**src/rtl/day1_pkg.sv**
```systemverilog
// Shared definitions for the day-1 dial puzzle: ASCII codes,
// direction encoding and the instruction parser state.
package day1_pkg;

    localparam int unsigned DEF_COUNT_WIDTH = 16;

    localparam logic [7:0] CHAR_L     = 8'h4C;
    localparam logic [7:0] CHAR_R     = 8'h52;
    localparam logic [7:0] CHAR_LF    = 8'h0A;
    localparam logic [7:0] CHAR_CR    = 8'h0D;
    localparam logic [7:0] CHAR_SPACE = 8'h20;
    localparam logic [7:0] CHAR_COMMA = 8'h2C;
    localparam logic [7:0] CHAR_0     = 8'h30;

    localparam logic DIR_LEFT  = 1'b0;
    localparam logic DIR_RIGHT = 1'b1;

    typedef enum logic [1:0] {
        IDLE   = 2'd0,
        DIGITS = 2'd1,
        EMIT   = 2'd2,
        DONE   = 2'd3
    } parser_state_e;

    function automatic logic is_space(input logic [7:0] c);
        return (c == CHAR_LF) || (c == CHAR_CR) ||
               (c == CHAR_SPACE) || (c == CHAR_COMMA);
    endfunction

    function automatic logic is_digit(input logic [7:0] c);
        return (c >= CHAR_0) && (c <= (CHAR_0 + 8'd9));
    endfunction

    function automatic logic is_dir(input logic [7:0] c);
        return (c == CHAR_L) || (c == CHAR_R);
    endfunction

endpackage

```
**src/rtl/day1_decimal_accumulator.sv**
```systemverilog
// Saturating decimal accumulator: acc = acc*10 + digit, clamped to
// all-ones with a one-cycle overflow pulse on the offending digit.
module day1_decimal_accumulator #(
    parameter int unsigned W = 16
) (
    input  logic         clock_i,
    input  logic         reset_n_i,
    input  logic         clear_i,
    input  logic         digit_i,
    input  logic [3:0]   value_i,
    output logic [W-1:0] count_o,
    output logic         overflow_o
);

    logic [W-1:0] acc_q, acc_d;
    logic [W+3:0] wide;
    logic         ovf;

    // acc*10 as (acc<<3)+(acc<<1); four spare bits hold any result
    always_comb begin
        wide = ({4'b0, acc_q} << 3) + ({4'b0, acc_q} << 1)
             + {{W{1'b0}}, value_i};
        ovf  = |wide[W+3:W];
    end

    always_comb begin
        acc_d = acc_q;
        if (clear_i) begin
            acc_d = '0;
        end else if (digit_i) begin
            acc_d = ovf ? {W{1'b1}} : wide[W-1:0];
        end
    end

    always_ff @(posedge clock_i) begin
        if (!reset_n_i) begin
            acc_q <= '0;
        end else begin
            acc_q <= acc_d;
        end
    end

    assign count_o    = acc_q;
    assign overflow_o = digit_i & ~clear_i & ovf;

endmodule

```
**src/rtl/day1_instruction_parser.sv**
```systemverilog
// ASCII byte stream to decoded dial rotations ("L68\n" -> dir/count),
// with sticky done/format_error flags and wrap-around statistics.
module day1_instruction_parser
    import day1_pkg::*;
#(
    parameter int unsigned COUNT_WIDTH = DEF_COUNT_WIDTH,
    parameter int unsigned STAT_WIDTH  = 32
) (
    input  logic                   clock,
    input  logic                   reset_n,
    input  logic                   byte_valid,
    input  logic [7:0]             byte_data,
    input  logic                   byte_last,
    output logic                   byte_ready,
    output logic                   instruction_valid,
    input  logic                   instruction_ready,
    output logic                   direction,
    output logic [COUNT_WIDTH-1:0] count,
    output logic                   done,
    output logic                   format_error,
    output logic [STAT_WIDTH-1:0]  instructions_emitted,
    output logic [STAT_WIDTH-1:0]  error_count
);

    parser_state_e state_q, state_d;

    logic dir_q, dir_d;
    logic last_q, last_d;
    logic seen_q, seen_d;
    logic ovf_seen_q, ovf_seen_d;
    logic fmt_err_q;
    logic [STAT_WIDTH-1:0] emit_cnt_q, err_cnt_q;

    logic byte_xfer, ins_xfer;
    logic acc_clr, acc_dig, acc_ovf;
    logic err_evt, emit_evt;

    assign byte_xfer = byte_valid & byte_ready;
    assign ins_xfer  = instruction_valid & instruction_ready;

    day1_decimal_accumulator #(
        .W (COUNT_WIDTH)
    ) u_acc (
        .clock_i    (clock),
        .reset_n_i  (reset_n),
        .clear_i    (acc_clr),
        .digit_i    (acc_dig),
        .value_i    (byte_data[3:0]),
        .count_o    (count),
        .overflow_o (acc_ovf)
    );

    always_ff @(posedge clock) begin
        if (!reset_n) begin
            state_q    <= IDLE;
            dir_q      <= DIR_LEFT;
            last_q     <= 1'b0;
            seen_q     <= 1'b0;
            ovf_seen_q <= 1'b0;
            fmt_err_q  <= 1'b0;
            emit_cnt_q <= '0;
            err_cnt_q  <= '0;
        end else begin
            state_q    <= state_d;
            dir_q      <= dir_d;
            last_q     <= last_d;
            seen_q     <= seen_d;
            ovf_seen_q <= ovf_seen_d;
            fmt_err_q  <= fmt_err_q | err_evt;
            if (emit_evt) emit_cnt_q <= emit_cnt_q + STAT_WIDTH'(1);
            if (err_evt)  err_cnt_q  <= err_cnt_q + STAT_WIDTH'(1);
        end
    end

    always_comb begin
        state_d    = state_q;
        dir_d      = dir_q;
        last_d     = last_q | (byte_xfer & byte_last);
        seen_d     = seen_q;
        ovf_seen_d = ovf_seen_q;
        acc_clr    = 1'b0;
        acc_dig    = 1'b0;
        err_evt    = 1'b0;
        emit_evt   = 1'b0;
        unique case (state_q)
            IDLE: if (byte_xfer) begin
                if (is_dir(byte_data)) begin
                    dir_d      = (byte_data == CHAR_R) ? DIR_RIGHT : DIR_LEFT;
                    acc_clr    = 1'b1;
                    seen_d     = 1'b0;
                    ovf_seen_d = 1'b0;
                    err_evt    = byte_last;
                    state_d    = byte_last ? DONE : DIGITS;
                end else if (is_space(byte_data)) begin
                    if (byte_last) state_d = DONE;
                end else begin
                    err_evt = 1'b1;
                    if (byte_last) state_d = DONE;
                end
            end
            DIGITS: if (byte_xfer) begin
                if (is_digit(byte_data)) begin
                    acc_dig = 1'b1;
                    seen_d  = 1'b1;
                    // only the first overflow of a line is reported
                    if (acc_ovf && !ovf_seen_q) begin
                        err_evt    = 1'b1;
                        ovf_seen_d = 1'b1;
                    end
                    if (byte_last) state_d = EMIT;
                end else if (is_space(byte_data) && seen_q) begin
                    state_d = EMIT;
                end else begin
                    err_evt = 1'b1;
                    state_d = byte_last ? DONE : IDLE;
                end
            end
            EMIT: if (ins_xfer) begin
                emit_evt = 1'b1;
                state_d  = last_q ? DONE : IDLE;
            end
            DONE: state_d = DONE;
            default: state_d = IDLE;
        endcase
    end

    always_comb begin
        byte_ready        = (state_q == IDLE) || (state_q == DIGITS);
        instruction_valid = (state_q == EMIT);
        done              = (state_q == DONE);
    end

    assign direction            = dir_q;
    assign format_error         = fmt_err_q;
    assign instructions_emitted = emit_cnt_q;
    assign error_count          = err_cnt_q;

endmodule

```
**config.mk**
```make
export PLATFORM = sky130hd
export DESIGN_NAME = day1_instruction_parser
export DESIGN_NICKNAME = d
export VERILOG_FILES = /design/src/rtl/day1_pkg.sv /design/src/rtl/day1_decimal_accumulator.sv /design/src/rtl/day1_instruction_parser.sv
export SDC_FILE = /design/constraint.sdc
export NUM_CORES = 1
export LEC_CHECK = 0
export CORE_MARGIN = 2
export CORE_UTILIZATION = 48
export DETAILED_ROUTE_END_ITERATION = 7
export MAX_ROUTING_LAYER = met4
export PLACE_DENSITY_LB_ADDON = 0.2
export SKIP_CTS_REPAIR_TIMING = 1
export SYNTH_ARGS = -nofsm -noshare
export SYNTH_HDL_FRONTEND = slang
export SYNTH_HIERARCHICAL = 1
export SYNTH_SLANG_ARGS = --single-unit
```
**constraint.sdc**
```tcl
create_clock -name clock -period 4.7 [get_ports clock]
set_input_delay 0.94 -clock clock [delete_from_list [all_inputs] [get_ports clock]]
set_output_delay 0.94 -clock clock [all_outputs]
set_load 0.02 [all_outputs]
```
==> impl_summary.md <==
Power and ir drop
In this run the static leakage power is 2.49 nW. Of the total power, the share spent switching nets is 0.268. The share of total power dissipated in the clock network is 0.380. Cell internal power was estimated by the tool at 1.04 mW. Of the total power, combinational logic draws 0.089. VDD sags by at most 120 uV. The share of total power dissipated in sequential elements is 0.531.

The power density relative to cell area is between 200 and 250 mW/mm2. In this run the power spent charging and discharging nets is roughly 380 uW.

Timing
Between clock sinks in the finished design, the worst skew comes to 14.3 ps. The final-report max-slew violation count is 0. The worst relative slew slack is 0.211. The count of final hold-check violations is 0. For the pin with the worst max-slew slack, the measured transition is roughly 1200 ps.

The achievable clock frequency is 0.220 GHz. For the final routed database, the setup TNS stands at 0 ps. The final worst hold slack is between 400 and 500 ps.

The share of the cycle needed by the critical path after routing is 0.966. The post-route worst setup slack is approximately 160 ps. The post-route minimum period is ~4500 ps.

Setup violations remaining at the end of the flow were counted as 0.

Placed design
The number of cells in the design after placement is 831. The worst slack after detailed placement is -508 ps. The wire-length estimate of the detail-placed layout is 9.51 mm. The final RePlAce weighted congestion is between 0.9 and 1. The number of I/O port buffers is 97.

Critical path
The data arrival time of the critical path is 4820 ps. Along the worst path, the maximum fanout reaches 6. The setup path with the least slack is of type in2reg. The worst setup path is captured at a register. The data required time of the critical path is around 5000 ps. The worst setup path is launched from an input pin.

Synthesis
The fraction of registers with async set/reset is 0. In this run, synthesis inferred 0 flip-flops with an integrated enable. The cell area after synthesis is just over 0.005 mm2.

The synthesis warning total is 6. The post-synth net total is 655. After synthesis the netlist holds a flip-flop and latch count of 87. The cell count after synthesis is approximately 600. The prevailing post-synth register cell is dfxtp_1. In this run the mean area of a mapped cell was 8.50 um2. Of the synthesized area, sequential elements account for 0.337. Yosys mapped the design onto about 70 distinct sky130hd cell types.

Layout
In the layout the commonest cells are clkdlybuf4s50_1 (94), dfxtp_1 (87), nor2_1 (65), o21ai_0 (39), a21oi_1 (34). Of the cells placed in the final design, the portion with a size suffix greater than 1 is 0.0813. The layout has approximately 940 filler cells.

The number of nets in the layout is approximately 760. The number of antenna diodes in the final layout is 0. Leaving out fill and tap cells, the most frequent cell in the layout is clkdlybuf4s50_1. The count of cells in the finished layout, fillers not included, comes to roughly 850. The post-synthesis to final-layout area growth is 27.4%.

Clock tree
The clock slew at the register clock pins of the worst setup and hold paths is around 100 ps. TritonCTS built the clock tree. The total CTS buffers is 9. The number of H-tree levels is 3. The CTS sink count is 87. At the later pin of the worst-skew pair, clock insertion delay measures roughly 360 ps. The clock tree root driver cell is clkbuf_8. The buffer levels on the longest clock path is 2.

Drt
Wires add up to 13.3 mm. The initial detailed-routing violation count is around 250. After detailed routing, the average wire length per cell comes to approximately 16 um. The ratio of routed vias to standard cells is approximately 5.9.

The total number of vias is around 5000. For this run, design rule violations remaining after detail routing come to 0. The first-pass detailed-route iteration total is 5. The number of nets still failing antenna checks after routing is 0.

Die
The standard cell core area is ~0.010 mm2. The area of the die is 0.0116 mm2. The vertical die dimension is between 100 and 150 um. The total number of placement rows is 37. The die is around 110 um wide. The effective utilization at floorplan is 0.498. The number of primary I/O pins is 98.

Global route
In the global route stage, overall resource usage came out at 0.233. The number of global-route vias before repair was ~4600. Entering global routing, the biggest net connects 68 pins. The overflow left after global routing is 0.

The number of antenna violations at the first check in global routing is 0. The first global-routing pass estimated ~22 mm of wire.

Job
Max-cap violations in this run came to 0.

Outcome
The flow ran to the end, and the final reports show no timing, DRC or antenna violations.

Worst hold path
In this run the worst hold path is classified as reg2reg.
==> worst max-delay path, cell delays in order <==
cell            delay [ps]
dlymetal6s2s_1         150
fa_1                   570
inv_1                   70
fa_2                   340
nand2b_4               160
a21oi_4                130
o21a_2                 180
nor3_1                  50
or3_1                  390
o211a_1                160
nor3b_2                170
nor2b_1                140
a41o_1                 200
a31oi_4                 70
or4_4                  570
or3_4                  390
a21oi_2                120
==> cells by family after synthesis <==
group	synth area share
adders and majority gates	0.0877
buffers and inverters	0.0364
and+or+nand+nor	0.247
xor gates and xnor gates	0.0950
muxes	0.00582
DFF	0.337
AOI/OAI and AO/OA	0.191
==> flip-flops by register name, indices dropped and copies added (netlist names) <==
register / flops
instructions_emitted: 32
state_q: 2
u_acc/count_o: 16
ovf_seen_q: 1
direction: 1
last_q: 1
format_error: 1
seen_q: 1
error_count: 32
==> area by class of cell <==
type | count | area (um2) | area share
Inverter | 16 | 60.1 | 0.00913
Timing Repair Buffer | 114 | 1110 | 0.168
Tap cell | 136 | 170 | 0.0259
Clock inverter | 6 | 68.8 | 0.0105
Sequential cell | 87 | 1740 | 0.265
Clock buffer | 10 | 128 | 0.0194
Multi-Input combinational cell | 480 | 3300 | 0.502
==> final timing paths <==
kind         slack, ps  depth (start not counted)                     startpoint                      endpoint
max reg2reg        550                         16  u_acc/count_o[0]$_SDFFE_PP0P_  error_count[29]$_SDFFE_PN0P_
min reg2reg        470                          2        format_error$_SDFF_PN0_       format_error$_SDFF_PN0_
max                160                         17                   byte_data[3]  error_count[29]$_SDFFE_PN0P_
min                470                          2        format_error$_SDFF_PN0_       format_error$_SDFF_PN0_
==> per-stage QoR <==
step | util | cell area [um2] | power, mW
finish | 0.634 | 6580 | 1.43
global route | 0.634 | 6580 | 1.49
CTS | 0.629 | 6520 | 1.44
detailed placement | 0.610 | 6320 | 0.898
global placement | 0.610 | 6320 | 0.896
floorplan | - | 5190 | 0.845
==> cells in the mapped netlist, drive strengths merged, types with 9 or more instances <==
library cell | instances | share of area
o21ai | 43 | 0.042
and4 | 10 | 0.017
ha | 33 | 0.080
a21oi | 37 | 0.036
clkbuf | 18 | 0.013
nand2 | 31 | 0.023
nor4 | 11 | 0.015
or3 | 11 | 0.013
nand4 | 17 | 0.022
xnor2 | 30 | 0.051
a31oi | 21 | 0.025
inv | 16 | 0.012
dfxtp | 87 | 0.34
xor2 | 26 | 0.044
and3 | 9 | 0.011
nand3 | 26 | 0.025
nor2 | 65 | 0.047
nor3 | 14 | 0.014
==> layer usage <==
layer,vias up,global-route usage,wire (um),part of all wire
li1,2450,-,-,-
met1,2380,0.306,6150,0.46
met2,150,0.372,6390,0.48
met3,12,0.0387,687,0.051
met4,0,0.0650,122,0.0091
met5,-,-,0,0
==> power groups by stage <==
stage | logic (mW) | clock network [mW] | registers [mW]
global placement | 0.123 | 0 | 0.773
floorplan | 0.0693 | 0 | 0.776
global route | 0.138 | 0.589 | 0.758
finish | 0.127 | 0.543 | 0.757
CTS | 0.126 | 0.555 | 0.756
detailed placement | 0.125 | 0 | 0.774
Power figures use the tool's default switching activity.
